<file path="src/rtl/fft_frame_padder_if.sv">
// AXI-Stream style sample channel shared by the padder's input and output sides.
interface fft_frame_padder_if #(
  parameter int unsigned DATA_W = 32
);
  logic [DATA_W-1:0] tdata;
  logic              tvalid;
  logic              tready;
  logic              tlast;

  modport master (output tdata, output tvalid, output tlast, input tready);
  modport slave  (input tdata, input tvalid, output tready);
endinterface

</file>
<file path="src/rtl/fft_frame_padder.sv">
// Frames a variable-length burst of N samples into exactly NFFT output beats:
// the N input samples followed by zeros, with tlast on beat NFFT-1.
module fft_frame_padder #(
  parameter int unsigned NFFT   = 256,
  parameter int unsigned DATA_W = 32
) (
  input  logic                aclk,
  input  logic                areset,
  input  logic                start,
  input  logic [12:0]         N,
  output logic                idle,
  output logic                len_error,
  fft_frame_padder_if.slave   s,
  fft_frame_padder_if.master  m
);

  localparam int unsigned    CW       = $clog2(NFFT) + 1;
  localparam logic [CW-1:0]  LAST_IDX = CW'(NFFT - 1);
  localparam logic [CW-1:0]  NFFT_C   = CW'(NFFT);

  typedef enum logic [1:0] {IDLE, PASS, PAD} state_t;

  state_t            state_q, state_d;
  logic [CW-1:0]     n_q, n_d;
  logic [CW-1:0]     in_cnt_q, in_cnt_d;
  logic [CW-1:0]     out_cnt_q, out_cnt_d;
  logic [CW-1:0]     ld_cnt_q, ld_cnt_d;
  logic              len_err_q, len_err_d;
  logic [DATA_W-1:0] data_q, data_d;
  logic              valid_q, valid_d;
  logic              last_q, last_d;
  logic              s_ready;
  logic              out_hs;
  logic              reg_free;

  // State and datapath registers; reset drops any partial frame.
  always_ff @(posedge aclk or posedge areset) begin
    if (areset) begin
      state_q   <= IDLE;
      n_q       <= '0;
      in_cnt_q  <= '0;
      out_cnt_q <= '0;
      ld_cnt_q  <= '0;
      len_err_q <= 1'b0;
      data_q    <= '0;
      valid_q   <= 1'b0;
      last_q    <= 1'b0;
    end else begin
      state_q   <= state_d;
      n_q       <= n_d;
      in_cnt_q  <= in_cnt_d;
      out_cnt_q <= out_cnt_d;
      ld_cnt_q  <= ld_cnt_d;
      len_err_q <= len_err_d;
      data_q    <= data_d;
      valid_q   <= valid_d;
      last_q    <= last_d;
    end
  end

  // Next-state, output-register loading and handshake control.
  // ld_cnt tracks beats loaded into the output register (pass + pad), so tlast
  // is tagged at load time; out_cnt tracks beats actually consumed and decides
  // when the frame is complete.
  always_comb begin
    state_d   = state_q;
    n_d       = n_q;
    in_cnt_d  = in_cnt_q;
    out_cnt_d = out_cnt_q;
    ld_cnt_d  = ld_cnt_q;
    len_err_d = len_err_q;
    data_d    = data_q;
    valid_d   = valid_q;
    last_d    = last_q;
    s_ready   = 1'b0;

    out_hs   = valid_q && m.tready;
    reg_free = !valid_q || m.tready;

    if (out_hs) begin
      out_cnt_d = out_cnt_q + CW'(1);
      valid_d   = 1'b0;
      last_d    = 1'b0;
    end

    case (state_q)
      IDLE: begin
        if (start) begin
          if (N != 13'd0 && N <= 13'(NFFT)) begin
            n_d       = N[CW-1:0];
            len_err_d = 1'b0;
            in_cnt_d  = '0;
            out_cnt_d = '0;
            ld_cnt_d  = '0;
            state_d   = PASS;
          end else begin
            len_err_d = 1'b1;
          end
        end
      end
      PASS: begin
        s_ready = reg_free && (in_cnt_q < n_q);
        if (s.tvalid && s_ready) begin
          data_d   = s.tdata;
          valid_d  = 1'b1;
          last_d   = (ld_cnt_q == LAST_IDX);
          ld_cnt_d = ld_cnt_q + CW'(1);
          in_cnt_d = in_cnt_q + CW'(1);
          if ((in_cnt_q + CW'(1) == n_q) && (n_q < NFFT_C)) begin
            state_d = PAD;
          end
        end
        if (out_hs && out_cnt_q == LAST_IDX) begin
          state_d = IDLE;
        end
      end
      PAD: begin
        if (reg_free && ld_cnt_q < NFFT_C) begin
          data_d   = '0;
          valid_d  = 1'b1;
          last_d   = (ld_cnt_q == LAST_IDX);
          ld_cnt_d = ld_cnt_q + CW'(1);
        end
        if (out_hs && out_cnt_q == LAST_IDX) begin
          state_d = IDLE;
        end
      end
      default: begin
        state_d = IDLE;
      end
    endcase
  end

  assign idle      = (state_q == IDLE);
  assign len_error = len_err_q;
  assign s.tready  = s_ready;
  assign m.tdata   = data_q;
  assign m.tvalid  = valid_q;
  assign m.tlast   = last_q;

endmodule

</file>
<file path="src/flat_wrapper.sv">
// flat-port wrapper written by rule: the top's interface ports become plain ports
module fft_frame_padder_flat 
#(
  parameter int unsigned NFFT   = 256,
  parameter int unsigned DATA_W = 32
)
  (aclk, areset, start, N, idle, len_error, s_tdata, s_tvalid, s_tready, m_tdata, m_tvalid, m_tlast, m_tready);
  fft_frame_padder_if #(.DATA_W(DATA_W)) s_i ();
  fft_frame_padder_if #(.DATA_W(DATA_W)) m_i ();
  input  logic aclk;
  input  logic areset;
  input  logic start;
  input  logic [12:0] N;
  output logic idle;
  output logic len_error;
  input wire logic [$bits(s_i.tdata)-1:0] s_tdata;
  input wire logic [$bits(s_i.tvalid)-1:0] s_tvalid;
  output wire logic [$bits(s_i.tready)-1:0] s_tready;
  output wire logic [$bits(m_i.tdata)-1:0] m_tdata;
  output wire logic [$bits(m_i.tvalid)-1:0] m_tvalid;
  output wire logic [$bits(m_i.tlast)-1:0] m_tlast;
  input wire logic [$bits(m_i.tready)-1:0] m_tready;
  assign s_i.tdata = s_tdata;
  assign s_i.tvalid = s_tvalid;
  assign s_tready = s_i.tready;
  assign m_tdata = m_i.tdata;
  assign m_tvalid = m_i.tvalid;
  assign m_tlast = m_i.tlast;
  assign m_i.tready = m_tready;
  fft_frame_padder #(.NFFT(NFFT), .DATA_W(DATA_W)) u_core (.aclk(aclk), .areset(areset), .start(start), .N(N), .idle(idle), .len_error(len_error), .s(s_i), .m(m_i));
endmodule
</file>
<file path="config.mk">
export PLATFORM = sky130hd
export DESIGN_NAME = fft_frame_padder_flat
export DESIGN_NICKNAME = d
export VERILOG_FILES = /design/src/rtl/fft_frame_padder_if.sv /design/src/rtl/fft_frame_padder.sv /design/src/flat_wrapper.sv
export SDC_FILE = /design/constraint.sdc
export NUM_CORES = 1
export LEC_CHECK = 0
export ABC_AREA = 1
export BUFFER_PORTS_ARGS = -buffer_cell sky130_fd_sc_hd__clkbuf_2
export CAP_MARGIN = 30
export CORE_MARGIN = 2
export CORE_UTILIZATION = 30
export DETAILED_ROUTE_END_ITERATION = 16
export PLACE_DENSITY = 0.5
export REMOVE_ABC_BUFFERS = 1
export SLEW_MARGIN = 20
export SYNTH_ARGS = -nofsm -noshare
export SYNTH_HDL_FRONTEND = slang
export SYNTH_SLANG_ARGS = --single-unit
</file>
<file path="constraint.sdc">
create_clock -name aclk -period 2.3 [get_ports aclk]
set_clock_uncertainty 0.05 [all_clocks]
set_input_delay 0.46 -clock aclk [delete_from_list [all_inputs] [get_ports aclk]]
set_output_delay 0.46 -clock aclk [all_outputs]
set_load 0.01 [all_outputs]
</file>
==> reports/qor.txt <==
Status - completed
Mapped cell area - 0.004038 mm²
Drt drc - 0
Post-synth ARST share - 100.0%
Final Util - 39.28%
DRT Pass-1 Iters - 4
Worst Tran Pin Value - 0.6543 ns
Fin. max-slew vios - 0
Sequential area share after synthesis - 45.24%
Leak - 2.676 nW
Final #Nets - 680
Total power - 0.006360 W
Placed Cells incl. Taps - 758
Cell Area, Placed - 0.004684 mm²
Post-Syn Instances - 502
GRT Resource Usage Total - 14.30%
Largest net degree at the start of global routing - 42
Crit start category - register
Die Area - 0.01440 mm²
Arrival @ worst endpoint - 1.72 ns
Final period utilization - 96.74%
DRT antenna net count - 0
FP Rows - 42
Max cap viols - 0
Pwr Density - 1227 mW/mm²
Num CTS Buffers - 9
Final min period - 2.225 ns
CTS max path bufs - 2
Synth Flop Type - dfrtp_1
Die X - 120.0 µm
Crit Path Max Fanout - 2
Antenna violations before repair - 0
Min Hold Slack - 0.1491 ns
Synth area leaders - dfrtp_1 (45%), nand2_1 (15%), nand3_1 (9.0%), ha_1 (5.6%), inv_1 (4.6%)
Post-synth top area share - 45.24%
Max Freq - 0.4494 GHz
Core Region - 0.01319 mm²
Crit. End Element - output port
Port bufs - 86
Unrepaired setup endpoints after global routing - true
Total number of vias - 3557
Fin area - 0.005181 mm²
Area growth syn-to-layout - 28.32%
GR Overflow Total - 0
Worst EP required - 1.79 ns
Crit Path Category - reg2out
Vias/cell - 4.485
Clock Root Buffer - clkbuf_16
Setup violators final - 0
Area leader, netlist - dfrtp_1
Drt total wl - 10100 µm
DR WL/cell - 12.73 µm
First-pass GRT wire length - 16640 µm
Routability-driven placement congestion ratio - 0.8148
Post-synth top cells - nand2_1 (159), dfrtp_1 (73), nand3_1 (73)
Worst-Skew Late Latency - 0.33 ns
Post-route insts no fill - 793
VDD IR max - 0.5224 mV
Worst rel slew slack - 56.17%
HPWL after DPL - 7161 µm
Filler cell count - 1343
Initial DRC count - 146
Min-delay worst type - in2async
Worst-path clk slew - 0.06 ns
Count leader, synth - nand2_1
Yosys reg bits - 73
# H-tree levels - 3
Synth unique cells - 36
Syn avg cell area - 8.043 µm²
Number of global-route vias before repair - 3466
EDFF count, synth - 0
Synth Warn # - 0
Hold Fails Final Rpt - 0
# diodes - 0
Die Span Y - 120.0 µm
Initial core utilization - 30.61%
Sink Count - 73
Share of cells above drive strength 1 - 29.98%
IO Pins - 87
CTS tree - built
routing by layer:
layer	up-vias	routed length, µm	share of wire, %	track usage [%]
li1	1829	-	-	-
met1	1659	4822	48	19.58
met2	62	4751	47	22.69
met3	7	417	4.1	3.565
met4	0	105	1.0	3.456
met5	-	0	0	0
flip-flops by register name (all words and copies together) (netlist names):
signal	cells
u_core.in_cnt_q	9
u_core.ld_cnt_q	9
u_core.len_error	1
u_core.m.tdata	32
u_core.m.tlast	1
u_core.m.tvalid	1
u_core.n_q	9
u_core.out_cnt_q	9
u_core.state_q	2
per-stage QoR:
step,TNS [ns],worst slack [ns]
final,0,0.07496
after global routing,-0.06958,-0.03330
after detailed placement,0,0.1293
after floorplan,-41.56,-1.155
after CTS,0,0.02381
after global placement,0,0.1788
cell usage in the layout, fill, tap and decap left out, types with 2 or more instances in the layout:
master	instances
nand2_1	159
clkbuf_2	85
nand3_1	72
dfrtp_1	71
inv_1	45
buf_4	29
nor2_1	28
o21ai_2	18
o21ai_0	14
ha_1	14
clkbuf_16	9
a21oi_1	6
nor2_2	6
nand4_1	6
xor2_1	6
inv_2	5
nand2_2	4
or2_2	4
o21bai_1	2
nand3_4	2
xnor2_1	2
ha_4	2
ha_2	2
clkinvlp_4	2
dfrtp_2	2
path summary, 6_finish.rpt:
check	start	cells past startpoint	slack, ns	end
min	areset	3	0.15	u_core.m.tdata[17]
max in group asynchronous	areset	3	1.58	u_core.in_cnt_q[4]
max reg2reg	u_core.n_q[4]	12	0.22	u_core.m.tdata[28]
max	u_core.n_q[7]	10	0.07	s_tready
min in group aclk	s_tdata[23]	3	0.30	u_core.m.tdata[23]
min reg2reg	u_core.ld_cnt_q[4]	2	0.43	u_core.ld_cnt_q[4]
logic make-up (layout without fill, tap and decap cells):
| kind of cell | count (synthesis) | after routing | share of synthesized area, % |
|---|---|---|---|
| compound gates | 46 | 46 | 8.336 |
| flops | 73 | 73 | 45.24 |
| buf+inv | 68 | 183 | 7.282 |
| fa+ha+maj | 18 | 18 | 5.578 |
| xor+xnor | 8 | 8 | 1.735 |
| simple gates | 289 | 289 | 31.83 |
final cells by class:
| class | count | area [µm²] | area share (%) |
|---|---|---|---|
| Multi-Input combinational cell | 361 | 1976 | 38.13 |
| Clock buffer | 10 | 229.0 | 4.419 |
| Sequential cell | 73 | 1829 | 35.31 |
| Timing Repair Buffer | 116 | 668.1 | 12.90 |
| Clock inverter | 6 | 67.56 | 1.304 |
| Inverter | 51 | 191.4 | 3.695 |
| Tap cell | 176 | 220.2 | 4.250 |
critical path: stages, from the launching register on:
cell     delay [ns]
dfrtp_1        0.39
inv_1          0.08
ha_1           0.23
nand2_1        0.08
inv_2          0.04
nand2_1        0.05
nand3_1        0.07
nor2_2         0.13
nand2_1        0.07
nor2_2         0.09
buf_2          0.14
where the power goes:
part	switching (W)	total (W)	internal, W
clock network	0.000569	0.00141	0.000844
logic	0.00183	0.00292	0.00109
registers	0.000289	0.00203	0.00174
total	0.00269	0.00636	0.00367
what timing repair did:
action	CTS	global route
gates resized for setup	6	10
pin swaps	5	5
hold buffers	0	0
setup buffers	13	6
setup endpoints to repair	1	22
(Power assumes the default switching activity.)
